`config.mk`:
```
export PLATFORM = sky130hd
export DESIGN_NAME = spin_accum
export DESIGN_NICKNAME = d
export VERILOG_FILES = /design/src/rtl/spin_accum.sv
export SDC_FILE = /design/constraint.sdc
export NUM_CORES = 1
export LEC_CHECK = 0
export BUFFER_PORTS_ARGS = -buffer_cell sky130_fd_sc_hd__clkbuf_2
export CAP_MARGIN = 20
export CORE_ASPECT_RATIO = 1.1
export CORE_MARGIN = 1.5
export CORE_UTILIZATION = 58
export CTS_CLUSTER_DIAMETER = 50
export CTS_CLUSTER_SIZE = 28
export DETAILED_ROUTE_END_ITERATION = 10
export PLACE_DENSITY = 0.82
export SLEW_MARGIN = 5
export SYNTH_ARGS = -nofsm -noshare
export SYNTH_HDL_FRONTEND = slang
export SYNTH_SLANG_ARGS = --single-unit
```
`constraint.sdc`:
```
create_clock -name clk -period 7.9 [get_ports clk]
set_input_delay 1.58 -clock clk [delete_from_list [all_inputs] [get_ports clk]]
set_output_delay 1.58 -clock clk [all_outputs]
set_load 0.02 [all_outputs]
```
`src/rtl/spin_accum.sv`:
```
// Dial position accumulator: merges two toggle-flagged spinner deltas and a
// strobe-paced joystick key (with hold-to-accelerate) into a wrapping 8-bit position.
module spin_accum #(
    parameter int KEY_STEP    = 3,
    parameter int FAST_STEP   = 6,
    parameter int HOLD_FRAMES = 8,
    parameter int DEV_SHIFT   = 1
) (
    input  logic       clk,
    input  logic       reset,
    input  logic       minus,
    input  logic       plus,
    input  logic       fast,
    input  logic       strobe,
    input  logic [8:0] spin1_in,
    input  logic [8:0] spin2_in,
    output logic [7:0] spin_out
);

    localparam int CW = $clog2(HOLD_FRAMES + 1);
    localparam logic [9:0] KEY_DELTA  = 10'(KEY_STEP);
    localparam logic [9:0] FAST_DELTA = 10'(FAST_STEP);
    localparam logic [CW-1:0] HOLD_MAX = CW'(HOLD_FRAMES);

    typedef enum logic [1:0] {
        IDLE  = 2'd0,
        SLOW  = 2'd1,
        ACCEL = 2'd2
    } key_state_t;

    logic [8:0]    spin_in [2];
    logic [1:0]    tog_q, tog_d;
    logic [9:0]    dev_delta [2];
    logic          strobe_q, strobe_d;
    key_state_t    state_q, state_d;
    logic [CW-1:0] cnt_q, cnt_d;
    logic          dir_neg_q, dir_neg_d;
    logic [7:0]    pos_q, pos_d;
    logic [9:0]    key_delta;
    logic [9:0]    step;
    logic [9:0]    sum;
    logic          strobe_edge;
    logic          key_active;

    assign spin_in[0] = spin1_in;
    assign spin_in[1] = spin2_in;

    // Each spinner contributes only on the cycle its toggle bit flips.
    generate
        for (genvar gi = 0; gi < 2; gi++) begin : g_dev
            assign tog_d[gi] = spin_in[gi][8];
            always_comb begin
                dev_delta[gi] = '0;
                if (spin_in[gi][8] != tog_q[gi]) begin
                    dev_delta[gi] = $signed({{2{spin_in[gi][7]}}, spin_in[gi][7:0]}) >>> DEV_SHIFT;
                end
            end
        end
    endgenerate

    assign strobe_d    = strobe;
    assign strobe_edge = strobe & ~strobe_q;
    assign key_active  = plus ^ minus;

    always_comb begin
        state_d   = state_q;
        cnt_d     = cnt_q;
        dir_neg_d = dir_neg_q;
        key_delta = '0;
        step      = KEY_DELTA;
        if (strobe_edge) begin
            if (!key_active) begin
                state_d = IDLE;
                cnt_d   = '0;
            end else begin
                dir_neg_d = minus;
                if (state_q == IDLE || minus != dir_neg_q) begin
                    state_d = SLOW;
                    cnt_d   = CW'(1);
                end else if (state_q == ACCEL || cnt_q == HOLD_MAX) begin
                    // Acceleration kicks in on the strobe after the counter reaches the limit.
                    state_d = ACCEL;
                    cnt_d   = HOLD_MAX;
                end else begin
                    state_d = SLOW;
                    cnt_d   = cnt_q + CW'(1);
                end
                step      = (fast || state_d == ACCEL) ? FAST_DELTA : KEY_DELTA;
                key_delta = minus ? (10'd0 - step) : step;
            end
        end
    end

    assign sum   = key_delta + dev_delta[0] + dev_delta[1];
    assign pos_d = pos_q + sum[7:0];

    always_ff @(posedge clk) begin
        if (reset) begin
            tog_q     <= {spin2_in[8], spin1_in[8]};
            strobe_q  <= strobe;
            state_q   <= IDLE;
            cnt_q     <= '0;
            dir_neg_q <= 1'b0;
            pos_q     <= '0;
        end else begin
            tog_q     <= tog_d;
            strobe_q  <= strobe_d;
            state_q   <= state_d;
            cnt_q     <= cnt_d;
            dir_neg_q <= dir_neg_d;
            pos_q     <= pos_d;
        end
    end

    assign spin_out = pos_q;

endmodule

```
==> flow_summary.json <==
{
  "portBuffers": 29,
  "die_h_um": 54.8,
  "setup-tns-final_ns": 0,
  "dp_cells": 210,
  "multi_input_area_um2": 933,
  "cap_violations": 0,
  "combPwrFrac": 0.578,
  "worstReg2RegEnd": "spin_out[6]",
  "grt_overflow": 0,
  "diodes": 0,
  "crit_path_start_kind": "input port",
  "clkSlewWorstSetupHoldPaths_ns": 0.12,
  "routed_wl_mm": 2.63,
  "synthArstFlopShare": 0,
  "ys_types": 31,
  "dieArea_mm2": 0.00275,
  "post_cts_buffers": 0,
  "finClkSkew_ns": 0.00862,
  "grt_antenna_before_repair": 0,
  "viasPerCell": 5.01,
  "fin_hold_ws_ns": 0.481,
  "final_antenna_net_count": 0,
  "power.leakage_nw": 0.822,
  "worstPathMaxFanout": 7,
  "syn-num-nets": 204,
  "r2r_setup_slack_ns": 4.19,
  "fin_crit_ns": 4.47,
  "layout-drive-gt1-share": 0.212,
  "cp-end-kind": "register",
  "globalplace.congestion": 0.804,
  "hpwl_mm": 2.16,
  "rsz0062_at_grt": "no",
  "cp_common_cell": "fa_1",
  "finalSetupViolations": 0,
  "crit_chain": "clkbuf_2, xor2_2, nand2_1, fa_1, inv_1, fa_1, ha_1, fa_1, a21o_1, a21oi_1, o21ai_4, xnor2_1, nor2_1",
  "fill_cells": 181,
  "grt_pass1_vias": 1101,
  "hold_path_class": "register to register",
  "min_period_over_period": 0.566,
  "wl_per_cell_um": 12.3,
  "grt_max_degree": 17,
  "netlist_instances": 154,
  "worst-endpoint-required_ns": 8.09,
  "cts_resized": 0,
  "p_total_mw": 0.420,
  "areaGrowthSynthToFinish_pct": 14.1,
  "status": "finished, final reports clean",
  "cts_tree": "done",
  "arrival_ns": 4.66,
  "synth-seq-area-share": 0.255,
  "synth.area.top_cells": "dfxtp_1 (25%), fa_1 (20%), ha_1 (11%), inv_1 (7.2%), nand2_1 (5.3%)",
  "synth_area_leader_cell": "dfxtp_1",
  "worst_pin_slew_ns": 0.427,
  "critPathCapture": "spin_out[7]",
  "yosysMostFrequentCell": "inv_1",
  "start_util": 0.622,
  "clk_latency_ns": 0.30,
  "clock_path_buffers": 2,
  "final_net_count": 235,
  "yosys_warnings": 0,
  "power_frac_clock": 0.141,
  "numCtsBuffers": 3,
  "vias": 1072,
  "ir_worst_vdd_mv": 0.189,
  "cts-root-buf": "clkbuf_4",
  "syn_area_mm2": 0.00142,
  "synth-seq-cells": 18,
  "clkSinkCount": 18,
  "seqPwrFrac": 0.281,
  "synthFlopType": "dfxtp_1",
  "dr.pass1.iters": 4,
  "p_per_area_mw_per_mm2": 260,
  "fp.dieW_um": 50.1,
  "ctsHtreeMaxLevel": 1,
  "drt_first_iter_violations": 10,
  "finalNonFillerCells": 214,
  "intPower_mw": 0.243,
  "drc_errors": 0,
  "yosysTopAreaCellShare": 0.255,
  "switching_share": 0.422,
  "seqCellArea_um2": 360,
  "timing.fmax_ghz": 0.223,
  "rows": 18,
  "r2r-start": "cnt_q[0]",
  "crit_path_start": "spin2_in[8]",
  "grtUsageTotal": 0.221,
  "drv_slew": 0,
  "synth_edf_count": 0,
  "finalHoldViolations": 0,
  "setup.worst_path.class": "input port to register",
  "synth.avg_cell_area_um2": 9.19,
  "reg2regPathDepth": 16,
  "pin_count": 32,
  "cp_slowest_cell": "fa_1",
  "core_area_mm2": 0.00227,
  "grt_pass1_wl_mm": 4.42,
  "max_slew_margin": 0.715,
  "switching_power_mw": 0.177,
  "synth_commonest_cells": "inv_1 (27), nand2_1 (20), dfxtp_1 (18), nor2_1 (15), fa_1 (14)",
  "slowest_delay_ns": 0.52,
  "cts_hold_buf": 0
}
-- how the worst min path moves through the flow --
stage                end  slack [ns]  depth (start not counted)      start
2_1_floorplan  dir_neg_q        0.45                          2  dir_neg_q
3_3_place_gp   dir_neg_q        0.46                          2  dir_neg_q
3_5_place_dp   dir_neg_q        0.46                          2  dir_neg_q
4_1_cts        dir_neg_q        0.48                          2  dir_neg_q
5_1_grt        dir_neg_q        0.50                          2  dir_neg_q
6_report       dir_neg_q        0.48                          2  dir_neg_q
-- layout by cell type, fill, tap and decap left out, drive strengths merged, types with 5 or more instances in the layout --
master / n
o21ai: 5
a21oi: 8
nand2: 21
dfxtp: 18
nor2b: 5
inv: 27
clkbuf: 33
ha: 12
xnor2: 5
nor2: 15
fa: 14
-- area by class of cell --
cell class                 count  area share
tap                           30      0.0233
inverter                      27      0.0628
clock buffer                   4      0.0225
timing repair buffer          29      0.0899
sequential                    18       0.223
multi-input combinational    106       0.578
-- cells by family (layout without fill, tap and decap cells) --
logic type / after synthesis / in the layout / share of synthesized area
muxes: 1 / 1 / 0.00796
adders and majority gates: 26 / 26 / 0.304
and+or+nand+nor: 48 / 48 / 0.158
buffers and inverters: 30 / 60 / 0.0858
AOI/OAI and AO/OA: 20 / 20 / 0.0911
xor gates and xnor gates: 11 / 11 / 0.0981
DFF: 18 / 18 / 0.255
-- registers in the layout, indices dropped and copies added, names as in the netlist --
name and cells:
tog_q 2, strobe_q 1, cnt_q 4, spin_out 8, state_q 2, dir_neg_q 1
-- power by group through the flow --
stage	registers (mW)	clock network (mW)	logic, mW
after CTS	0.118	0.0611	0.246
after floorplan	0.138	0	0.168
after global routing	0.120	0.0642	0.277
final	0.118	0.0594	0.243
after global placement	0.119	0	0.228
after detailed placement	0.120	0	0.242
-- layer usage --
layer | vias up | share of wire | GRT usage | wire length (um)
met5 | - | 0 | 0 | 0
met4 | 0 | 0.022 | 0.116 | 57
met3 | 6 | 0.027 | 0.0301 | 71
met2 | 22 | 0.53 | 0.414 | 1400
met1 | 507 | 0.42 | 0.248 | 1110
li1 | 537 | - | - | -
-- metrics by stage --
step	area (um^2)	util	worst slack, ns
after detailed placement	1580	0.694	3.15
after CTS	1610	0.710	3.43
after floorplan	1420	-	3.50
after global placement	1580	0.694	3.15
after global routing	1610	0.710	3.21
final	1610	0.710	3.43
-- worst max-delay path, delay by kind of cell --
family / cells / cell delay, ns
adder cells (fa/ha/maj): 4 / 1.64
buffers and inverters: 2 / 0.17
AO/OA/AOI/OAI: 3 / 0.60
AND/OR/NAND/NOR: 2 / 0.18
XOR/XNOR: 2 / 0.48
Note: power is estimated with default switching activity, not from simulation.
